**src/rtl/fetch_sequencer_pkg.sv**
```systemverilog
// Shared constants and types for the fetch/decode sequencer.
package fetch_sequencer_pkg;

    // Common-bus source encoding
    localparam logic [2:0] BUS_NONE = 3'd0;
    localparam logic [2:0] BUS_AR   = 3'd1;
    localparam logic [2:0] BUS_PC   = 3'd2;
    localparam logic [2:0] BUS_DR   = 3'd3;
    localparam logic [2:0] BUS_AC   = 3'd4;
    localparam logic [2:0] BUS_IR   = 3'd5;
    localparam logic [2:0] BUS_TR   = 3'd6;
    localparam logic [2:0] BUS_MEM  = 3'd7;

    // Register-reference / IO opcode never takes an indirect fetch
    localparam logic [2:0] OPC_REG_IO = 3'd7;

    typedef enum logic [2:0] {
        StIdle = 3'd0,
        StInit = 3'd1,
        StT0   = 3'd2,
        StT1   = 3'd3,
        StT2   = 3'd4,
        StT3   = 3'd5,
        StExec = 3'd6
    } state_e;

    // True when T3 must fetch the effective address from memory
    function automatic logic needs_indirect(input logic [2:0] opc, input logic i_bit);
        return (opc != OPC_REG_IO) && i_bit;
    endfunction

endpackage

```
**src/rtl/fetch_sequencer_seq_counter.sv**
```systemverilog
// 4-bit sequence counter: synchronous clear (priority) and saturating increment.
module fetch_sequencer_seq_counter (
    input  logic       clk,
    input  logic       rst_n,
    input  logic       clr,
    input  logic       inc,
    output logic [3:0] count
);

    logic [3:0] count_q;
    logic [3:0] count_d;

    // Next count: clear wins, increment holds at 15
    always_comb begin
        count_d = count_q;
        if (clr) begin
            count_d = 4'd0;
        end else if (inc && (count_q != 4'hF)) begin
            count_d = count_q + 4'd1;
        end
    end

    // Count register
    always_ff @(posedge clk or negedge rst_n) begin
        if (!rst_n) begin
            count_q <= 4'd0;
        end else begin
            count_q <= count_d;
        end
    end

    assign count = count_q;

endmodule

```
**src/rtl/fetch_sequencer.sv**
```systemverilog
// Instruction-cycle timing and control: fetch, decode, indirect, then execute handoff.
module fetch_sequencer
    import fetch_sequencer_pkg::*;
(
    input  logic        clk,
    input  logic        rst_n,
    input  logic        start,
    input  logic        halt,
    input  logic [15:0] ir_q,
    input  logic        exec_done,
    output logic [2:0]  bus_sel,
    output logic        mem_read,
    output logic        pc_load,
    output logic        pc_inc,
    output logic        pc_clr,
    output logic        ar_load,
    output logic        ar_inc,
    output logic        ar_clr,
    output logic        ir_load,
    output logic [2:0]  opcode,
    output logic        ind,
    output logic        exec_start,
    output logic [3:0]  sc,
    output logic        busy
);

    state_e     state_q;
    state_e     state_d;
    logic [2:0] opcode_q;
    logic       ind_q;
    logic       halt_pending_q;
    logic       halt_pending_d;
    logic       leave_exec;
    logic       sc_clr;
    logic       sc_inc;

    // Address field is consumed by AR directly over the bus, not here
    logic unused_ir_addr;
    assign unused_ir_addr = ^ir_q[11:0];

    assign leave_exec = (state_q == StExec) && exec_done;

    // Sequence counter: held at 0 outside the instruction cycle, cleared on handoff back
    assign sc_clr = (state_q == StIdle) || (state_q == StInit) || leave_exec;
    assign sc_inc = 1'b1;

    fetch_sequencer_seq_counter u_seq_counter (
        .clk   (clk),
        .rst_n (rst_n),
        .clr   (sc_clr),
        .inc   (sc_inc),
        .count (sc)
    );

    // Halt request is sticky until the current instruction completes
    always_comb begin
        halt_pending_d = halt_pending_q;
        if (leave_exec) begin
            halt_pending_d = 1'b0;
        end else if (halt) begin
            halt_pending_d = 1'b1;
        end
    end

    // State, decoded IR fields and halt request
    always_ff @(posedge clk or negedge rst_n) begin
        if (!rst_n) begin
            state_q        <= StIdle;
            opcode_q       <= 3'd0;
            ind_q          <= 1'b0;
            halt_pending_q <= 1'b0;
        end else begin
            state_q        <= state_d;
            halt_pending_q <= halt_pending_d;
            if (state_q == StT2) begin
                opcode_q <= ir_q[14:12];
                ind_q    <= ir_q[15];
            end
        end
    end

    // Next-state sequencing
    always_comb begin
        state_d = state_q;
        unique case (state_q)
            StIdle: if (start) state_d = StInit;
            StInit: state_d = StT0;
            StT0:   state_d = StT1;
            StT1:   state_d = StT2;
            StT2:   state_d = StT3;
            StT3:   state_d = StExec;
            StExec: if (exec_done) state_d = halt_pending_q ? StIdle : StT0;
            default: state_d = StIdle;
        endcase
    end

    // Moore command decode; at most one command per register in any state
    always_comb begin
        bus_sel  = BUS_NONE;
        mem_read = 1'b0;
        pc_load  = 1'b0;
        pc_inc   = 1'b0;
        pc_clr   = 1'b0;
        ar_load  = 1'b0;
        ar_inc   = 1'b0;
        ar_clr   = 1'b0;
        ir_load  = 1'b0;
        unique case (state_q)
            StInit: begin
                pc_clr = 1'b1;
                ar_clr = 1'b1;
            end
            StT0: begin
                bus_sel = BUS_PC;
                ar_load = 1'b1;
            end
            StT1: begin
                bus_sel  = BUS_MEM;
                mem_read = 1'b1;
                ir_load  = 1'b1;
                pc_inc   = 1'b1;
            end
            StT2: begin
                bus_sel = BUS_IR;
                ar_load = 1'b1;
            end
            StT3: begin
                if (needs_indirect(opcode_q, ind_q)) begin
                    bus_sel  = BUS_MEM;
                    mem_read = 1'b1;
                    ar_load  = 1'b1;
                end
            end
            default: ;
        endcase
    end

    // sc saturates above 4, so sc==4 in EXEC marks only its first cycle
    assign exec_start = (state_q == StExec) && (sc == 4'd4);
    assign busy       = (state_q != StIdle);
    assign opcode     = opcode_q;
    assign ind        = ind_q;

endmodule

```
**config.mk**
```make
export PLATFORM = sky130hd
export DESIGN_NAME = fetch_sequencer
export DESIGN_NICKNAME = d
export VERILOG_FILES = /design/src/rtl/fetch_sequencer_pkg.sv /design/src/rtl/fetch_sequencer_seq_counter.sv /design/src/rtl/fetch_sequencer.sv
export SDC_FILE = /design/constraint.sdc
export NUM_CORES = 1
export LEC_CHECK = 0
export CORE_ASPECT_RATIO = 0.8
export CORE_MARGIN = 1
export CORE_UTILIZATION = 39
export CTS_CLUSTER_DIAMETER = 60
export DETAILED_ROUTE_END_ITERATION = 10
export GPL_TIMING_DRIVEN = 0
export PLACE_DENSITY = 0.91
export SLEW_MARGIN = 20
export SYNTH_ARGS = -nofsm -noshare
export SYNTH_HDL_FRONTEND = slang
export SYNTH_SLANG_ARGS = --single-unit
```
**constraint.sdc**
```tcl
create_clock -name clk -period 3 [get_ports clk]
set_input_delay 0.6 -clock clk [delete_from_list [all_inputs] [get_ports clk]]
set_output_delay 0.6 -clock clk [all_outputs]
set_load 0.02 [all_outputs]
```
==> metrics.txt <==
Lkg Pwr 0.468 nW; Post-CTS Setup Inserts 0; element type at the critical path end output pin; critical path class reg -> out; vias in the first global route 531; post-synthesis sequential area ratio 41.6%; largest net degree at the start of global routing 13; Setup TNS Final 0 ps; crit path max fanout 10; post-route ant nets 0; detailed router's first-iteration violation count 12; first-pass GRT wire length 2.34 mm; Mapped Cells 73; initial core utilization 43.1%; WL final 1.54 mm; Post-CTS Hold Buffers 0; Syn Area/Cell 9.89 um^2; Clock Pin Slew Worst Setup and Hold Paths 70 ps; final net count 131; Tot GR Track Use 17.8%; final setup margin 105 ps; Slew @ Worst Pin 526 ps; Synth Warn # 0; pre-CTS setup slack 400 ps; Max clock buf depth 2; Ports 42; Sink Count 12; Die Y 40.5 um; synth unique cells 28; Final setup viols 0; Final min period 2890 ps; Layout Area Growth over Synthesis 46.8%; Crit-path slowest cell clkdlybuf4s50_1; Worst Skew 0.830 ps; VDD IR-drop max 0.728 mV; Placer Congestion 0.749; RSZ-0062 raised after global routing false; mapped cell area 722 um^2; Hold Vio Cnt, Final 0; H-tree depth 1; # diodes 0; CTS tree yes; die span in x 50.1 um; WP buf/inv 3; Root Driver clkbuf_4; Worst Path Required 2400 ps; via count 624; Slowest Stage Delay on Critical Path 580 ps; Die ar. 2030 um^2; Final HPWL DP 1.20 mm; detailed-route DRC error count 0; CTS buffer count 3; CP startpoint kind flip-flop; # port buffers 27; status finished, final reports clean; period utilization 96.5%; Top delay family on crit path buffers and inverters; hold crit path type reg -> reg; sequence of cells on the critical path buf_2 -> nand2b_1 -> a311oi_2 -> o31a_1 -> buf_4 -> clkdlybuf4s50_1; Power Density 1140 nW/um^2; Top FF cell, synth dfrtp_1; Post-synth ARST share 100%; drt via density 4.91; Rows 13; fin. max-slew vios 0; critical path arrival 2290 ps; Max Clk Rate 345 MHz; clk_lat worst skew 280 ps; max_cap viols 0; layout cell share with drive strength beyond 1 19.0%; Post-synth EDFFs 0; core footprint 1680 um^2; detailed-router iteration count before antenna repair 4; Yosys reg bits 12; Power, Total 1.21 mW; Max-Slew Margin vs Limit 64.8%; initial antenna violation count 0; post-cts sizing count 0; WL/cell 12.1 um; Overflow after GRT 0
worst paths after layout:
path	from	end	slack [ps]	cells past startpoint
setup / recovery	state_q[1]	bus_sel[2]	110	6
hold / removal	ind	ind	560	1
setup reg to reg	state_q[1]	opcode[0]	1630	3
hold reg to reg	ind	ind	560	1
max in group asynchronous	rst_n	state_q[1]	1990	1
min in group asynchronous	rst_n	u_seq_counter.count[2]	660	1
synthesized netlist by cell type, drive strengths merged, types with 2 or more instances:
cell,count,share of area [%]
inv,5,2.6
buf,7,6.6
nor2,6,3.1
nor3,4,5.7
ha,4,6.9
xnor2,2,2.4
nand2,8,4.2
nand3,4,2.8
dfrtp,12,42
a31oi,2,1.7
mux2,4,6.2
o21ai,2,1.4
cell type report:
| type | count | area [um^2] |
|---|---|---|
| plain buffers | 7 | 47.5 |
| clock buffers | 4 | 36.3 |
| fillers | 133 | 616 |
| inverters | 5 | 18.8 |
| multi-input cells | 50 | 359 |
| flip-flops and latches | 12 | 300 |
| well taps | 22 | 27.5 |
| repair buffers | 27 | 270 |
worst reg2reg max path: cells and delay by family (launching register included):
family                 cells  cell delay [ps]
AND/OR/NAND/NOR            1              320
buffers and inverters      1              190
flip-flops                 1              380
multiplexers               1              370
metrics by stage:
step	instances	util (%)	cell area, um^2	hold slack (ps)
finish	127	63.3	1060	559
global route	127	63.3	1060	588
CTS	127	63.3	1060	558
detailed placement	123	61.1	1020	535
global placement	123	61.1	1020	536
floorplan	74	-	726	304
registers in the layout, indices dropped and copies added (netlist names):
register,count
u_seq_counter.count,4
opcode,3
state_q,3
halt_pending_q,1
ind,1
power by group:
part	switching (mW)	internal, mW	total [mW]
combinational	0.384	0.371	0.754
clock	0.0536	0.0740	0.128
sequential	0.0933	0.234	0.327
total	0.530	0.679	1.21
metal layers:
metal / vias up / routed length (um) / global-route usage [%]
li1: 311 / - / -
met1: 285 / 642 / 19.3
met2: 24 / 750 / 28.3
met3: 4 / 105 / 7.95
met4: 0 / 37 / 13.6
met5: - / 0 / 0
layout by cell type, fill, tap and decap left out, types with 2 or more instances in the layout:
cell             netlist  routed
buf_2                  2       2
ha_1                   4       4
mux2_2                 4       4
conb_1                 1       2
nand3_1                4       4
nor2_1                 6       6
clkdlybuf4s50_1        0      27
nand2_1                8       8
clkbuf_4               0       3
o21ai_0                2       2
buf_4                  5       5
xnor2_1                2       2
a31oi_1                2       2
dfrtp_1               12      12
nor3_2                 2       2
inv_1                  5       5
cells by family (layout without fill, tap and decap cells):
kind of cell / Yosys count / after routing / synth area share (%)
AND/OR/NAND/NOR: 27 / 27 / 20.6
XOR/XNOR: 2 / 2 / 2.43
flip-flops: 12 / 12 / 41.6
multiplexers: 5 / 5 / 7.63
other: 1 / 2 / 0.519
adder cells (fa/ha/maj): 4 / 4 / 6.93
buffers and inverters: 12 / 43 / 9.19
AO/OA/AOI/OAI: 10 / 10 / 11.1
Power figures use the tool's default switching activity.
